[src/rtl/pool2d_stream.sv]
`timescale 1ns/1ps
// -----------------------------------------------------------------------------
// pool2d_stream
//
// Streaming stride-2 pooling engine. Pixels arrive in raster order on a
// valid/ready input; pooled results leave in raster order on a valid/ready
// output. Each frame selects its own size, window mode and operation:
//   cfg_k3=1 : 3x3 window, pad 1 (row/col -1 read as 0), max
//   cfg_k3=0 : 2x2 window, no pad, max (cfg_avg=0) or rounded average (cfg_avg=1)
//
// Ports
//   clk, rst             clock, asynchronous active-high reset
//   start                one-cycle frame start, samples cfg_* while idle
//   cfg_width/height     image size W, H (even, non-zero, <= MAX_W/MAX_H)
//   cfg_k3, cfg_avg      window mode / operation
//   busy, done, err      frame in progress, end-of-frame pulse, config rejected
//   s_valid/ready/data   input pixel stream
//   m_valid/ready/data   pooled output stream, m_last flags the final output
//
// The single line buffer holds, per column, a vertical partial result:
//   3x3: even row r>0 stores max(buf, pix); row 0 stores pix (pad row -1 = 0);
//        odd rows consume max(buf, pix) and store pix, which is the shared
//        top row of the next window row.
//   2x2: even rows store pix; odd rows consume buf+pix (avg) or max(buf, pix).
// The horizontal reduction runs only on odd rows, using two column registers.
// -----------------------------------------------------------------------------
module pool2d_stream #(
    parameter int DATA_W = 8,
    parameter int MAX_W  = 128,
    parameter int MAX_H  = 128,
    parameter int DIM_W  = 8
) (
    input  logic              clk,
    input  logic              rst,
    input  logic              start,
    input  logic [DIM_W-1:0]  cfg_width,
    input  logic [DIM_W-1:0]  cfg_height,
    input  logic              cfg_k3,
    input  logic              cfg_avg,
    output logic              busy,
    output logic              done,
    output logic              err,
    input  logic              s_valid,
    output logic              s_ready,
    input  logic [DATA_W-1:0] s_data,
    output logic              m_valid,
    input  logic              m_ready,
    output logic [DATA_W-1:0] m_data,
    output logic              m_last
);

    localparam int COL_W = (MAX_W > 1) ? $clog2(MAX_W) : 1;

    typedef enum logic [1:0] {
        S_IDLE  = 2'd0,
        S_RUN   = 2'd1,
        S_DRAIN = 2'd2,
        S_DONE  = 2'd3
    } state_t;

    function automatic logic [DATA_W-1:0] umax(input logic [DATA_W-1:0] a,
                                               input logic [DATA_W-1:0] b);
        return (a > b) ? a : b;
    endfunction

    state_t state_q, state_d;

    logic [DIM_W-1:0]  width_q, width_d;
    logic [DIM_W-1:0]  height_q, height_d;
    logic [DIM_W-1:0]  row_q, row_d;
    logic [DIM_W-1:0]  col_q, col_d;
    logic              k3_q, k3_d;
    logic              avg_q, avg_d;
    logic              err_q, err_d;
    logic [DATA_W+1:0] hacc_q, hacc_d;     // running horizontal result (sum needs 2 extra bits)
    logic [DATA_W-1:0] hcarry_q, hcarry_d; // 3x3: previous odd column, shared by adjacent windows
    logic              m_valid_q, m_valid_d;
    logic [DATA_W-1:0] m_data_q, m_data_d;
    logic              m_last_q, m_last_d;

    logic [DATA_W-1:0] lb_mem [MAX_W];

    logic              cfg_ok;
    logic              cfg_load;
    logic              xfer;
    logic              last_col, last_row;
    logic              row_odd, col_odd;
    logic [COL_W-1:0]  lb_idx;
    logic [DATA_W-1:0] lb_rd;
    logic [DATA_W-1:0] lb_wdata;
    logic [DATA_W-1:0] v_max;
    logic [DATA_W+1:0] v_col;
    logic [DATA_W+1:0] avg_sum;
    logic [DATA_W-1:0] result;

    // ---------------------------------------------------------------- control
    assign cfg_ok = (cfg_width  != '0) && !cfg_width[0]  && (cfg_width  <= DIM_W'(MAX_W)) &&
                    (cfg_height != '0) && !cfg_height[0] && (cfg_height <= DIM_W'(MAX_H));
    assign cfg_load = (state_q == S_IDLE) && start;
    assign xfer     = s_valid && s_ready;
    assign last_col = (col_q == width_q  - 1'b1);
    assign last_row = (row_q == height_q - 1'b1);
    assign row_odd  = row_q[0];
    assign col_odd  = col_q[0];

    // FSM: state register
    // NOTE: every flop uses a non-blocking assignment so all registers update
    // together at the edge, independent of statement order.
    always_ff @(posedge clk or posedge rst) begin
        if (rst) state_q <= S_IDLE;
        else     state_q <= state_d;
    end

    // FSM: next-state logic
    // NOTE: default assignment first, so no path through the block leaves
    // state_d unassigned and infers a latch.
    always_comb begin
        state_d = state_q;
        unique case (state_q)
            S_IDLE:  if (start) state_d = cfg_ok ? S_RUN : S_DONE;
            S_RUN:   if (xfer && last_row && last_col) state_d = S_DRAIN;
            S_DRAIN: if (m_valid_q && m_ready && m_last_q) state_d = S_DONE;
            S_DONE:  state_d = S_IDLE;
            default: state_d = S_IDLE;
        endcase
    end

    // FSM: outputs
    always_comb begin
        busy    = (state_q == S_RUN) || (state_q == S_DRAIN);
        done    = (state_q == S_DONE);
        err     = (state_q == S_DONE) && err_q;
        s_ready = (state_q == S_RUN) && (!m_valid_q || m_ready);
    end

    // --------------------------------------------------------------- datapath
    assign lb_idx = col_q[COL_W-1:0];
    assign lb_rd  = lb_mem[lb_idx];
    assign v_max  = umax(lb_rd, s_data);

    // Vertical column result on odd rows.
    assign v_col = (avg_q && !k3_q) ? ({2'b00, lb_rd} + {2'b00, s_data})
                                    : {2'b00, v_max};

    // 3x3 even rows below row 0 fold into the stored odd row above.
    assign lb_wdata = (k3_q && !row_odd && (row_q != '0)) ? v_max : s_data;

    assign avg_sum = hacc_q + v_col + (DATA_W+2)'(2);
    assign result  = (avg_q && !k3_q) ? avg_sum[DATA_W+1:2]
                                      : umax(hacc_q[DATA_W-1:0], v_col[DATA_W-1:0]);

    always_comb begin
        width_d   = width_q;
        height_d  = height_q;
        k3_d      = k3_q;
        avg_d     = avg_q;
        err_d     = err_q;
        row_d     = row_q;
        col_d     = col_q;
        hacc_d    = hacc_q;
        hcarry_d  = hcarry_q;
        m_valid_d = m_valid_q;
        m_data_d  = m_data_q;
        m_last_d  = m_last_q;

        if (cfg_load) begin
            width_d  = cfg_width;
            height_d = cfg_height;
            k3_d     = cfg_k3;
            avg_d    = cfg_avg;
            err_d    = !cfg_ok;
            row_d    = '0;
            col_d    = '0;
        end else if (xfer) begin
            if (last_col) begin
                col_d = '0;
                row_d = row_q + 1'b1;
            end else begin
                col_d = col_q + 1'b1;
            end
        end

        if (xfer && row_odd) begin
            if (!col_odd) begin
                // Column -1 of a 3x3 window is padding: start fresh at column 0.
                hacc_d = (k3_q && (col_q != '0))
                       ? {2'b00, umax(hcarry_q, v_col[DATA_W-1:0])}
                       : v_col;
            end else begin
                hcarry_d = v_col[DATA_W-1:0];
            end
        end

        // The output slot is free whenever a pixel is accepted (s_ready gating).
        if (xfer && row_odd && col_odd) begin
            m_valid_d = 1'b1;
            m_data_d  = result;
            m_last_d  = last_row && last_col;
        end else if (m_ready) begin
            m_valid_d = 1'b0;
        end
    end

    always_ff @(posedge clk or posedge rst) begin
        if (rst) begin
            width_q   <= '0;
            height_q  <= '0;
            k3_q      <= 1'b0;
            avg_q     <= 1'b0;
            err_q     <= 1'b0;
            row_q     <= '0;
            col_q     <= '0;
            hacc_q    <= '0;
            hcarry_q  <= '0;
            m_valid_q <= 1'b0;
            m_data_q  <= '0;
            m_last_q  <= 1'b0;
        end else begin
            width_q   <= width_d;
            height_q  <= height_d;
            k3_q      <= k3_d;
            avg_q     <= avg_d;
            err_q     <= err_d;
            row_q     <= row_d;
            col_q     <= col_d;
            hacc_q    <= hacc_d;
            hcarry_q  <= hcarry_d;
            m_valid_q <= m_valid_d;
            m_data_q  <= m_data_d;
            m_last_q  <= m_last_d;
        end
    end

    // NOTE: the line buffer has no reset; every entry is written before it is
    // read within a frame, and row-0 padding is decided by the row counter.
    always_ff @(posedge clk) begin
        if (xfer) lb_mem[lb_idx] <= lb_wdata;
    end

    assign m_valid = m_valid_q;
    assign m_data  = m_data_q;
    assign m_last  = m_last_q;

endmodule

[config.mk]
export PLATFORM = sky130hd
export DESIGN_NAME = pool2d_stream
export DESIGN_NICKNAME = d
export VERILOG_FILES = /design/src/rtl/pool2d_stream.sv
export SDC_FILE = /design/constraint.sdc
export NUM_CORES = 1
export LEC_CHECK = 0
export BUFFER_PORTS_ARGS = -buffer_cell sky130_fd_sc_hd__buf_2
export CAP_MARGIN = 20
export CELL_PAD_IN_SITES_DETAIL_PLACEMENT = 1
export CELL_PAD_IN_SITES_GLOBAL_PLACEMENT = 1
export CORE_ASPECT_RATIO = 1.25
export CORE_UTILIZATION = 50
export DETAILED_ROUTE_END_ITERATION = 10
export GPL_TIMING_DRIVEN = 1
export PLACE_DENSITY_LB_ADDON = 0.1
export SYNTH_ARGS = -nofsm -noshare
export SYNTH_HDL_FRONTEND = slang
export SYNTH_SLANG_ARGS = --single-unit
[constraint.sdc]
create_clock -name clk -period 17.9 [get_ports clk]
set_clock_uncertainty 0.2 [all_clocks]
set_input_delay 2.685 -clock clk [delete_from_list [all_inputs] [get_ports clk]]
set_output_delay 2.685 -clock clk [all_outputs]
set_load 0.02 [all_outputs]
==> metrics.txt, run 1 <==
run status=complete, no violations; kind of critical path=reg -> reg; Syn Nets=between 2000 and 3000; power per cell area=roughly 150 nW/µm²; DP Worst Slack=approximately 8.3 ns; final hold vios=0; synth warn=0; antenna violations before repair=1; CTS resizes=0; DR pass1 iterations=6; core area=87400 µm²; Critical Path Max Stage Delay=about 0.77 ns; grt ovf=0; Clock Sinks=between 1000 and 1500; chip width=roughly 270 µm; Cells after Synth=~2800; largest net degree at the start of global routing=slightly below 100; Initial Utilization=around 50%; remaining antenna violation count after routing=0; area grow syn2layout=11.6%; Skew-Pair Late Insertion Delay=around 0.69 ns; Post-synth EDFFs=between 1000 and 1500; asr flop ratio synth=approximately 5.9%; setup repair bufs after CTS=0; DP HPWL=just under 90000 µm; Vias=~27000; fin. max-slew vios=0; Avg Cell Area, Syn=16.0 µm²; Yosys reg bits=about 1100; wire per inst=between 30 and 40 µm; setup violators final=0; die height=334 µm; clock root cell=clkbuf_16; via density per instance=6.66; leak pwr=~16 nW; crit path DAT=10.07 ns; Top FF cell, synth=edfxtp_1; Hold WC Path Type=reg -> reg; RSZ-0062 raised after global routing=false; Max transition margin=about a fifth; Fillers=7988; post-synthesis cell area=~44000 µm²; clock buffer depth=3; crit-path max FO=52; Seq/Total Area, Yosys=73.2%; htree depth=3; die area=roughly 90000 µm²; Slowest-stage cell, CP=buf_4; CP startpoint kind=flip-flop; multi-input logic area=about 11000 µm²; worst slew pin tran=between 1 and 1.5 ns; PnR worst setup slack=roughly 8.2 ns; Crit path required time=about 18 ns; NumNets Final=2904; Ports=45; crit end category=flip-flop; gr usage total=around a third; share of cells above drive strength 1=between 10 and 15%; max cap viols=0; Post-CTS Hold Buffers=0; FMAX=a little over 100 MHz; clk slew on worst S/H paths=approximately 0.06 ns; Distinct cells, synth=85; final period utilization=between 50 and 60%; CTS tree=built; FF+latch area=approximately 32000 µm²; CTS Buf Count=106; final WL=around 140000 µm; vias in the first global route=between 20000 and 30000; min cycle time layout=approximately 9.7 ns; first-pass GRT wire length=between 200000 and 250000 µm; DRT iter0 DRCs=2948; IO buf count=between 40 and 50; gpl congestion=approximately 0.90; worst IR drop on VDD=0.000132 V; TNS Setup=0 ns; DRC=0; FP Rows=121
[metrics by stage]
step | hold WS, ns | utilization [%] | instances | area, µm² | total power, W
after CTS | 0.284 | 56.4 | 4059 | 49300 | 0.00735
after detailed placement | 0.270 | 52.6 | 3875 | 45900 | 0.00516
after global routing | 0.336 | 56.4 | 4060 | 49300 | 0.00759
after global placement | 0.260 | 52.5 | 3871 | 45900 | 0.00509
after floorplan | 0.242 | - | 2761 | 44200 | 0.00435
final | 0.280 | 56.4 | 4061 | 49300 | 0.00737
[cell type report]
type                            count  area share [%]
Sequential cell                  1088            65.7
Clock buffer                      123            5.60
Antenna cell                        1         0.00508
Timing Repair Buffer              122            1.77
Clock inverter                     61            1.22
Tap cell                         1168            2.96
Multi-Input combinational cell   1449            22.4
Inverter                           49           0.373
[worst paths after layout]
kind,from,endpoint,slack (ns),cells after the start
max in group asynchronous,rst,col_q[0]$_DFFE_PP0P_,14.63,3
worst min-delay path,err_q$_DFFE_PP0P_,err_q$_DFFE_PP0P_,0.28,2
min in group asynchronous,rst,m_data[6]$_DFFE_PP0P_,1.90,2
worst max-delay path,col_q[0]$_DFFE_PP0P_,m_data[6]$_DFFE_PP0P_,8.20,30
worst min register to register,err_q$_DFFE_PP0P_,err_q$_DFFE_PP0P_,0.28,2
worst max register to register,col_q[0]$_DFFE_PP0P_,m_data[6]$_DFFE_PP0P_,8.20,30
[state kept, by name, summed over array words and instances (netlist names)]
name and cells:
width_q 8, state_q 2, m_valid 1, hcarry_q 8, row_q 8, hacc_q 9
m_last 1, col_q 8, height_q 8, k3_q 1, m_data 8, avg_q 1
err_q 1, lb_mem 1024
[critical path, delay by kind of cell, from the launching register on]
family,cells,cell delay (ns)
AOI/OAI and AO/OA,13,3.28
adders and majority gates,2,0.70
buffers and inverters,5,1.98
DFF,1,0.75
muxes,2,0.71
and+or+nand+nor,8,1.88
[logic make-up after synthesis]
kind of cell             share of synthesized area (%)
flip-flops                                        73.2
AO/OA/AOI/OAI                                     10.8
AND/OR/NAND/NOR                                   5.84
buffers and inverters                             2.08
multiplexers                                      5.59
adder cells (fa/ha/maj)                           1.67
XOR/XNOR                                         0.773
[per-layer routing]
layer | track usage, % | routed length [µm] | vias to the layer above
met4 | 16.0 | 7390 | 2
li1 | - | - | 11166
met1 | 40.3 | 52800 | 14217
met2 | 52.2 | 68600 | 1322
met5 | 0 | 13 | -
met3 | 5.99 | 11700 | 346
[cells in the mapped netlist, types with 8 or more instances]
cell,n,area share (%)
a21oi_1,51,0.58
a221o_1,17,0.39
a221oi_1,43,0.85
a22o_1,21,0.42
a22oi_1,275,4.7
a31oi_1,12,0.17
a41o_1,22,0.50
a41oi_1,8,0.16
and3_1,10,0.14
and4_1,25,0.50
buf_1,29,0.25
buf_2,45,0.51
clkbuf_1,98,0.83
dfrtp_1,64,3.6
edfxtp_1,1024,70
ha_1,55,1.6
inv_1,46,0.39
mux2_2,53,1.4
mux2i_1,37,0.84
mux4_2,65,3.3
nand2_1,179,1.5
nand3_1,29,0.33
nand4_1,17,0.24
nor2_1,197,1.7
nor2b_1,20,0.28
nor3_1,18,0.20
nor4_1,8,0.11
o211ai_1,15,0.25
o21ai_0,67,0.76
o21ai_1,11,0.12
o22ai_1,16,0.23
xnor2_1,18,0.36
xor2_1,21,0.42
[placed cells by master (no fill, tap or decap), types with 44 or more instances in the layout]
master	synthesis	layout
nand2_1	179	179
ha_1	55	55
o21ai_0	67	62
dfrtp_1	64	60
mux4_2	65	65
a21oi_1	51	49
a22oi_1	275	275
buf_2	45	44
clkbuf_16	0	108
mux2_2	53	52
nor2_1	197	196
buf_4	0	70
inv_1	46	45
edfxtp_1	1024	1024
[power breakdown]
part | total (W) | internal, W | leakage [nW] | switching [W]
Clock | 0.00221 | 0.00126 | 1.66 | 0.000955
Sequential | 0.00299 | 0.00289 | 10.0 | 0.0000983
Combinational | 0.00217 | 0.000728 | 4.10 | 0.00144
Total | 0.00737 | 0.00487 | 15.8 | 0.00250
Note: power is estimated with default switching activity, not from simulation.
==> run 2, diff against run 1 <==
Clock period 17.9 ns to 9.3 ns, I/O delays scaled along.
==> metrics.txt, run 2 (synthesized netlist as in run 1, its figures left out) <==
Clock Sinks=1088 (unchanged); Hold WC Path Type=reg -> reg; die height=334 µm (unchanged); core area=87400 µm² (unchanged); max reg flops=1024 (unchanged); wire per inst=35.0 µm (+1.2%); Vias=27602 (+2.0%); DP HPWL=92600 µm (+6.3%); clk slew on worst S/H paths=0.07 ns (about the same); htree depth=3 (unchanged); max cap viols=0 (unchanged); largest registers=lb_mem x1024, hacc_q x9; min cycle time layout=8.85 ns (-0.849 ns); Reg with most FFs=lb_mem; FP Rows=121 (unchanged); worst IR drop on VDD=0.000166 V (+26%); crit end category=flip-flop; leak pwr=16.1 nW (+2.1%); vias in the first global route=28162 (+0.036%); Crit path required time=9.63 ns (-8.64 ns); Ports=45 (unchanged); Initial Utilization=50.6% (unchanged); remaining antenna violation count after routing=0 (unchanged); CP startpoint kind=flip-flop; final WL=145000 µm (+3.1%); die area=89600 µm² (unchanged); first-pass GRT wire length=206000 µm (+2.0%); run status=complete, no violations; fin. max-slew vios=0 (unchanged); antenna violations before repair=4 (+3); DRC=0 (unchanged); crit-path max FO=35 (-33%); DR pass1 iterations=6 (unchanged); share of cells above drive strength 1=16.8% (+1.9 points); DP Worst Slack=0.565 ns (-7.78 ns); clock buffer depth=3 (unchanged); clock root cell=clkbuf_16; PnR worst setup slack=0.446 ns (-7.75 ns); final hold vios=0 (unchanged); chip width=268 µm (unchanged); gpl congestion=0.899 (about the same); Max transition margin=22.8% (+1.7 points); RSZ-0062 raised after global routing=false; IO buf count=44 (unchanged); Fillers=8008 (+0.25%); hold_ws=0.283 ns (+0.00245 ns); Skew-Pair Late Insertion Delay=0.70 ns (about the same); FMAX=113 MHz (+9.6%); NumNets Final=2967 (+2.2%); DRT iter0 DRCs=3365 (+14%); grt ovf=0 (unchanged); power per cell area=287 nW/µm² (+92%); gr usage total=32.6% (+0.81 points); CTS Buf Count=106 (unchanged); kind of critical path=reg -> reg; largest net degree at the start of global routing=129 (+33%); crit path DAT=9.18 ns (-0.89 ns); leading cell types in the layout, fill and taps excluded=edfxtp_1, a22oi_1, nor2_1; setup violators final=0 (unchanged); CTS tree=built; final period utilization=95.2% (+41 points); commonest non-fill, non-tap cell in the layout=edfxtp_1; worst slew pin tran=1.13 ns (-0.0517 ns); Post-CTS Hold Buffers=0 (unchanged); area grow syn2layout=13.0%; via density per instance=6.67 (+0.11%)
## run 2: changes by cell type in the layout (fill, tap and decap cells not counted), moves of 2 or more
cell / delta
clkinv_1: +5
buf_4: +52
inv_6: -2
clkinvlp_4: +6
bufinv_16: -4
clkinv_8: +3
clkbuf_1: +7
buf_6: +2
buf_12: +11
clkinv_4: +2
clkinv_2: -2
## run 2: final timing paths
kind | from | endpoint | slack, ns | cells past startpoint
worst min register to register | m_data[1]$_DFFE_PP0P_ | m_data[1]$_DFFE_PP0P_ | 0.28 | 2
min in group asynchronous | rst | col_q[5]$_DFFE_PP0P_ | 0.76 | 3
worst min-delay path | m_data[1]$_DFFE_PP0P_ | m_data[1]$_DFFE_PP0P_ | 0.28 | 2
max in group asynchronous | rst | col_q[0]$_DFFE_PP0P_ | 7.48 | 3
worst max-delay path | col_q[2]$_DFFE_PP0P_ | hacc_q[3]$_DFFE_PP0P_ | 0.45 | 27
worst max register to register | col_q[2]$_DFFE_PP0P_ | hacc_q[3]$_DFFE_PP0P_ | 0.45 | 27
## run 2: worst max-delay path: stages (launching register included)
cell and delay, ns:
dfrtp_4 0.82, buf_4 0.51, and2_0 0.93, a22o_1 0.26, nand2_1 0.07, a311oi_1 0.64
a31o_2 0.22, a32oi_1 0.13, o2111a_1 0.48, ha_1 0.40, nand4_1 0.15, nor2_1 0.21
a211oi_1 0.10, buf_4 0.19, nor2_1 0.36, buf_4 0.20, nor2_1 0.04, o22ai_1 0.37
inv_1 0.16, ha_1 0.33, a21o_1 0.19, a21o_1 0.18, a221oi_1 0.34, o21ai_0 0.33
o211ai_2 0.23, buf_4 0.25, mux2i_1 0.23, o21ai_1 0.08
## run 2: cell type report
type | count | area, µm² | share of cell area (%)
Antenna cell | 1 | 2.50 | 0.00501
Clock buffer | 131 | 2810 | 5.63
Clock inverter | 68 | 572 | 1.15
Inverter | 49 | 184 | 0.368
Multi-Input combinational cell | 1449 | 11000 | 22.1
Sequential cell | 1088 | 32400 | 64.8
Tap cell | 1168 | 1460 | 2.93
Timing Repair Buffer | 185 | 1480 | 2.96
## run 2: what timing repair did
item                       CTS  global route
hold endpoints to repair     0             0
setup endpoints to repair    0             1
gates resized for setup      0             1
buffers inserted             0             2
## run 2: power breakdown
group | switching, W | internal [W] | leakage [nW]
sequential | 0.000184 | 0.00556 | 10.0
combinational | 0.00282 | 0.00154 | 4.46
clock | 0.00190 | 0.00235 | 1.64
total | 0.00490 | 0.00944 | 16.1
## run 2: per-stage QoR
stage | instance area [µm²] | TNS, ns | power (W) | cells | utilization (%)
CTS | 49800 | 0 | 0.0143 | 4134 | 57.1
global route | 49900 | 0 | 0.0148 | 4139 | 57.1
finish | 49900 | 0 | 0.0143 | 4139 | 57.1
detailed placement | 46500 | 0 | 0.0101 | 3935 | 53.2
global placement | 46400 | 0 | 0.00995 | 3931 | 53.1
floorplan | 44200 | -389.49 | 0.00837 | 2761 | -
## run 2: per-layer routing
metal	up-vias	track usage [%]	wire [µm]
met5	-	0	13
met3	327	4.96	11400
met4	2	15.3	7010
met2	1500	54.3	72100
met1	14471	42.0	54300
li1	11302	-	-
